### config.mk
export PLATFORM = sky130hd
export DESIGN_NAME = uart_rx_cfg
export DESIGN_NICKNAME = d
export VERILOG_FILES = /design/src/rtl/uart_pkg.sv /design/src/rtl/uart_sync.sv /design/src/rtl/uart_rx_cfg.sv
export SDC_FILE = /design/constraint.sdc
export NUM_CORES = 1
export LEC_CHECK = 0
export BUFFER_PORTS_ARGS = -buffer_cell sky130_fd_sc_hd__buf_2
export CORE_MARGIN = 10
export CORE_UTILIZATION = 45
export CTS_CLUSTER_DIAMETER = 80
export CTS_CLUSTER_SIZE = 12
export DETAILED_ROUTE_END_ITERATION = 8
export SLEW_MARGIN = 30
export SYNTH_ARGS = -nofsm -noshare
export SYNTH_HDL_FRONTEND = slang
export SYNTH_SLANG_ARGS = --single-unit
### constraint.sdc
create_clock -name clk -period 2.3 [get_ports clk]
set_input_delay 0.23 -clock clk [delete_from_list [all_inputs] [get_ports clk]]
set_output_delay 0.23 -clock clk [all_outputs]
set_load 0.02 [all_outputs]
### src/rtl/uart_pkg.sv
// Shared UART types, parity-mode constants and frame-size helper.
package uart_pkg;

  typedef enum logic [2:0] {
    WAIT_HIGH,
    IDLE,
    START,
    DATA,
    PARITY,
    STOP
  } uart_rx_state_t;

  localparam int unsigned PARITY_NONE = 0;
  localparam int unsigned PARITY_EVEN = 1;
  localparam int unsigned PARITY_ODD  = 2;

  // Number of sampled bits after the start bit: data + optional parity + stop.
  function automatic int unsigned uart_frame_bits(input int unsigned data,
                                                  input int unsigned parity,
                                                  input int unsigned stop);
    return data + ((parity != PARITY_NONE) ? 32'd1 : 32'd0) + stop;
  endfunction

endpackage

### src/rtl/uart_sync.sv
// Two-flop synchroniser for an asynchronous single-bit input.
module uart_sync #(
  parameter logic RST_VAL = 1'b1
) (
  input  logic clk_i,
  input  logic rst_i,
  input  logic d_i,
  output logic q_o
);

  logic meta_q;
  logic sync_q;

  // Double-register the asynchronous input; both stages reset to RST_VAL.
  always_ff @(posedge clk_i or posedge rst_i) begin
    if (rst_i) begin
      meta_q <= RST_VAL;
      sync_q <= RST_VAL;
    end else begin
      meta_q <= d_i;
      sync_q <= meta_q;
    end
  end

  assign q_o = sync_q;

endmodule

### src/rtl/uart_rx_cfg.sv
// Configurable UART receiver with parity/framing status and a one-entry
// valid/ready holding register with overrun detection.
module uart_rx_cfg
  import uart_pkg::*;
#(
  parameter int unsigned NUM_CLKS_PER_BIT = 62,
  parameter int unsigned DATA_BITS        = 8,
  parameter int unsigned PARITY_MODE      = 0,
  parameter int unsigned STOP_BITS        = 1
) (
  input  logic                 clk,
  input  logic                 rst,
  input  logic                 rx_serial,
  output logic [DATA_BITS-1:0] rx_dout,
  output logic                 rx_valid,
  input  logic                 rx_ready,
  output logic                 parity_err,
  output logic                 frame_err,
  output logic                 overrun_err,
  output logic                 rx_busy
);

  localparam int unsigned MID   = (NUM_CLKS_PER_BIT - 1) / 2;
  localparam int unsigned CNT_W = $clog2(NUM_CLKS_PER_BIT);
  localparam int unsigned IDX_W = $clog2(DATA_BITS + 1);

  localparam logic [CNT_W-1:0] CNT_MID       = CNT_W'(MID);
  localparam logic [CNT_W-1:0] CNT_LAST      = CNT_W'(NUM_CLKS_PER_BIT - 1);
  localparam logic [IDX_W-1:0] IDX_LAST_DATA = IDX_W'(DATA_BITS - 1);
  localparam logic [IDX_W-1:0] IDX_LAST_STOP = IDX_W'(STOP_BITS - 1);

  if (NUM_CLKS_PER_BIT < 4) begin : g_chk_clks
    $error("uart_rx_cfg: NUM_CLKS_PER_BIT must be >= 4");
  end
  if (DATA_BITS < 5 || DATA_BITS > 9) begin : g_chk_data
    $error("uart_rx_cfg: DATA_BITS must be 5..9");
  end
  if (PARITY_MODE > PARITY_ODD) begin : g_chk_par
    $error("uart_rx_cfg: PARITY_MODE must be 0, 1 or 2");
  end
  if (STOP_BITS < 1 || STOP_BITS > 2) begin : g_chk_stop
    $error("uart_rx_cfg: STOP_BITS must be 1 or 2");
  end
  if (uart_frame_bits(DATA_BITS, PARITY_MODE, STOP_BITS) > 12) begin : g_chk_frame
    $error("uart_rx_cfg: frame too long");
  end

  logic s;

  uart_sync #(
    .RST_VAL (1'b1)
  ) u_sync (
    .clk_i (clk),
    .rst_i (rst),
    .d_i   (rx_serial),
    .q_o   (s)
  );

  uart_rx_state_t       state_q;
  logic [CNT_W-1:0]     cnt_q;
  logic [IDX_W-1:0]     idx_q;
  logic [DATA_BITS-1:0] data_q;
  logic                 perr_q;
  logic                 ferr_q;
  logic                 busy_q;
  logic [1:0]           settle_q;

  logic [DATA_BITS-1:0] dout_q;
  logic                 valid_q;
  logic                 perr_out_q;
  logic                 ferr_out_q;
  logic                 ovr_q;

  logic ferr_final;
  logic brk;
  logic done;
  logic par_calc;

  // Frame-level combinational status at the final stop sample.
  always_comb begin
    ferr_final = ferr_q | ~s;
    brk        = ferr_final && (data_q == '0);
    done       = (state_q == STOP) && (cnt_q == CNT_LAST) && (idx_q == IDX_LAST_STOP);
    par_calc   = (^data_q) ^ s;
  end

  // Receive FSM: bit timing, sampling and per-frame status accumulation.
  // settle_q holds off WAIT_HIGH until the synchroniser reset value has been
  // flushed, so a line held low across reset release cannot look idle.
  // Data is shifted in from the top so that after DATA_BITS samples the
  // first data bit sits at bit 0.
  always_ff @(posedge clk or posedge rst) begin
    if (rst) begin
      state_q  <= WAIT_HIGH;
      cnt_q    <= '0;
      idx_q    <= '0;
      data_q   <= '0;
      perr_q   <= 1'b0;
      ferr_q   <= 1'b0;
      busy_q   <= 1'b0;
      settle_q <= '0;
    end else begin
      if (!settle_q[1]) settle_q <= settle_q + 2'd1;
      case (state_q)
        WAIT_HIGH: begin
          if (settle_q[1] && s) state_q <= IDLE;
        end
        IDLE: begin
          if (!s) begin
            state_q <= START;
            cnt_q   <= '0;
            perr_q  <= 1'b0;
            ferr_q  <= 1'b0;
            busy_q  <= 1'b1;
          end
        end
        START: begin
          if (cnt_q == CNT_MID) begin
            cnt_q <= '0;
            if (!s) begin
              state_q <= DATA;
              idx_q   <= '0;
            end else begin
              state_q <= IDLE;
              busy_q  <= 1'b0;
            end
          end else begin
            cnt_q <= cnt_q + CNT_W'(1);
          end
        end
        DATA: begin
          if (cnt_q == CNT_LAST) begin
            cnt_q  <= '0;
            data_q <= {s, data_q[DATA_BITS-1:1]};
            if (idx_q == IDX_LAST_DATA) begin
              idx_q   <= '0;
              state_q <= (PARITY_MODE != PARITY_NONE) ? PARITY : STOP;
            end else begin
              idx_q <= idx_q + IDX_W'(1);
            end
          end else begin
            cnt_q <= cnt_q + CNT_W'(1);
          end
        end
        PARITY: begin
          if (cnt_q == CNT_LAST) begin
            cnt_q   <= '0;
            idx_q   <= '0;
            perr_q  <= (PARITY_MODE == PARITY_ODD) ? ~par_calc : par_calc;
            state_q <= STOP;
          end else begin
            cnt_q <= cnt_q + CNT_W'(1);
          end
        end
        STOP: begin
          if (cnt_q == CNT_LAST) begin
            cnt_q  <= '0;
            ferr_q <= ferr_final;
            if (idx_q == IDX_LAST_STOP) begin
              idx_q   <= '0;
              busy_q  <= 1'b0;
              state_q <= brk ? WAIT_HIGH : IDLE;
            end else begin
              idx_q <= idx_q + IDX_W'(1);
            end
          end else begin
            cnt_q <= cnt_q + CNT_W'(1);
          end
        end
        default: begin
          state_q <= WAIT_HIGH;
          busy_q  <= 1'b0;
        end
      endcase
    end
  end

  // One-entry holding register; a completed frame is dropped when full and not popped.
  always_ff @(posedge clk or posedge rst) begin
    if (rst) begin
      dout_q     <= '0;
      valid_q    <= 1'b0;
      perr_out_q <= 1'b0;
      ferr_out_q <= 1'b0;
      ovr_q      <= 1'b0;
    end else begin
      ovr_q <= 1'b0;
      if (valid_q && rx_ready) valid_q <= 1'b0;
      if (done) begin
        if (!valid_q || rx_ready) begin
          dout_q     <= data_q;
          perr_out_q <= perr_q;
          ferr_out_q <= ferr_final;
          valid_q    <= 1'b1;
        end else begin
          ovr_q <= 1'b1;
        end
      end
    end
  end

  assign rx_dout     = dout_q;
  assign rx_valid    = valid_q;
  assign parity_err  = perr_out_q;
  assign frame_err   = ferr_out_q;
  assign overrun_err = ovr_q;
  assign rx_busy     = busy_q;

endmodule

==> summary.txt <==
clock latency on the worst-skew pair: 0.29 ns
FF/Latch Area: 1000 µm²
Top FF cell, synth: dfrtp_1
Layout Skew: 0.00646 ns
Max Buffers Root-to-Sink: 2
CP Cell Sequence: inv_1, ha_1, or3b_4, a21oi_4, nor2_2, nand3b_4, mux2_4
CTS tree: yes
crit path launch type: flop
vias in the first global route: 1533
overall power: 1.87 mW
Leak: 1.09 nW
hold_buf cts: 0
number of synthesized flops with an enable pin: 0
CTS buffer count: 5
Area contributors post-synth: dfrtp_1, ha_1, o21ai_0
Final min period: 1.91 ns
Worst-Margin Slew: 0.492 ns
Total Routing Usage GR: 11.2%
root buf cell: clkbuf_8
antenna cell count: 0
P_sw: 0.623 mW
Hold/Removal Path Class: in2async
ranking of synthesized cells by instance count: dfrtp_1, nand2_1, o21ai_0
post-synthesis sequential area ratio: 47.0%
area of the multi-input gates: 1040 µm²
share of cells above drive strength 1: 22.8%
area of the mapped netlist: 2140 µm²
postcts setup bufs: 0
Synth Instances: 213
max-cap violations: 0
placer congestion estimate: 0.818
CP peak stage delay: 0.43 ns
largest net degree at the start of global routing: 41
Final Cell Area: 2380 µm²
Hold Violations, Final: 0
Crit path buffers/inverters: 1
Layout area overhead: 11.6%
worst r2r src: cnt_q[0]$_DFFE_PP0P_
CP endpoint kind: flop
Max Clk Rate: 525 MHz
switching part of the total: 33.3%
# IOs: 17
CP Data Required Time: 2.48 ns
Setup CP Type: reg2reg
routed vias: 1473
Layout Nets: 251
DR pass1 iterations: 4
Remaining DRCs: 0
Setup WS pre-CTS: 0.394 ns
post-synthesis net count: 228
filler cell count: 447
pwr dens: 784 nW/µm²
Via density: 5.06
worst-path fanout max: 6
Post-Route Setup TNS: 0 ns
Top delay family on crit path: simple AND/OR/NAND/NOR gates
Crit path arrival time: 2.09 ns
Wirelength per Cell: 13.2 µm
Distinct cells, synth: 50
crit path max-delay cell type: dfrtp_1
Die Height: 88.9 µm
H-tree Lvls: 2
GRT overflow: 0
core area: 4660 µm²
die area: 7900 µm²
outcome: complete, no violations
first-pass GRT wire length: 6.98 mm
clock sinks: 40
fin cells: 291
HPWL Detailed: 2.86 mm
Antenna Violating Nets Remaining: 0
internal power: 1.25 mW
initial antenna violation count: 0
Max-slew headroom: 67.2%
1st-iter DRT viols: 66
WL final: 3.86 mm
Core Util, Final: 51.2%
Worst Setup SP: cnt_q[0]$_DFFE_PP0P_
Clock power frac: 24.2%
fin crit share: 82.9%
most common cell in the netlist: dfrtp_1
Max VDD drop: 0.000450 V
Setup violations, final: 0
Comb pwr share: 26.2%
Rows: 25
clock-pin transition on the worst setup and hold timing paths: 0.08 ns
RSZ-0062 raised after global routing: false
Yosys top cell by area: dfrtp_1
DP Area: 2300 µm²
post-CTS sizing: 0
Final Worst Setup Slack: 0.394 ns
Die W: 88.9 µm
sequential power share: 49.6%
Slew Limit Fails: 0
Yosys top cell area share: 44.5%
asr flop ratio synth: 100%
Syn. warnings: 0
dpl cells: 283
port bufs: 16
flops & latches, synth: 40
starting density of the core: 45.9%
Mean Syn Cell Area: 10.0 µm²
Hold WS: 0.0356 ns
## cell type report
type                            count  share of cell area [%]
Multi-Input combinational cell    150                    43.4
Sequential cell                    40                    42.1
Timing Repair Buffer               23                    5.56
Clock buffer                        6                    3.04
Tap cell                           54                    2.83
Inverter                           16                    2.52
Clock inverter                      2                   0.525
## worst reg2reg max path: cells and delay by family, from the launching register on
family,cells,cell delay (ns)
muxes,1,0.30
buffers and inverters,1,0.08
AOI/OAI and AO/OA,1,0.19
DFF,1,0.43
adders and majority gates,1,0.15
and+or+nand+nor,3,0.63
## final timing paths
check,slack [ns],endpoint,cells past startpoint
min in group clk,0.04,u_sync.meta_q$_DFF_PP1_,1
max reg2reg,0.39,state_q[0]$_DFFE_PP0P_,7
min,0.04,rx_dout[4]$_DFFE_PP0P_,3
min reg2reg,0.36,u_sync.q_o$_DFF_PP1_,0
max in group asynchronous,1.89,u_sync.meta_q$_DFF_PP1_,3
max,0.39,state_q[0]$_DFFE_PP0P_,7
## cells by family (layout without fill, tap and decap cells)
group | Yosys count | after routing | synth area share, %
xor+xnor | 9 | 9 | 3.69
buf+inv | 23 | 47 | 4.57
compound gates | 43 | 43 | 13.2
mux | 5 | 5 | 2.75
fa+ha+maj | 11 | 11 | 6.44
flops | 40 | 40 | 47.0
simple gates | 82 | 82 | 22.4
## cell usage in the layout, fill, tap and decap left out, drive strengths merged, types with 2 or more instances in the layout
cell type,count
dfstp,2
nor2,16
o22ai,2
nor3b,3
nand3b,3
buf,23
nor4,5
a31oi,3
nand3,5
inv,16
o21ai,25
a21oi,2
nand2b,5
a21o,3
o211ai,2
a211oi,2
mux2,4
or2,4
ha,11
nand4,2
nor2b,3
xnor2,9
nor3,4
clkbuf,6
dfrtp,38
and2,2
nand2,25
nor4b,2
## per-layer routing
layer,routed length (µm),vias to the layer above,share of wire (%),global-route usage (%)
met3,193,7,5.0,3.46
li1,-,774,-,-
met2,1620,25,42,17.0
met4,69,0,1.8,4.85
met5,0,-,0,0
met1,1970,667,51,14.2
## power groups by stage
stage                     sequential [mW]  clock [mW]  combinational, mW
after detailed placement            0.942           0              0.497
final                               0.927       0.453              0.490
after global placement              0.939           0              0.493
after global routing                0.946       0.502              0.572
after floorplan                     0.900           0              0.435
after CTS                           0.927       0.480              0.501
## registers in the layout (all words and copies together), names as in the netlist
signal	flops
cnt_q	6
settle_q	2
u_sync.q_o	1
ferr_q	1
perr_q	1
parity_err	1
u_sync.meta_q	1
frame_err	1
idx_q	4
overrun_err	1
rx_busy	1
rx_valid	1
data_q	8
state_q	3
rx_dout	8
(Power assumes the default switching activity.)
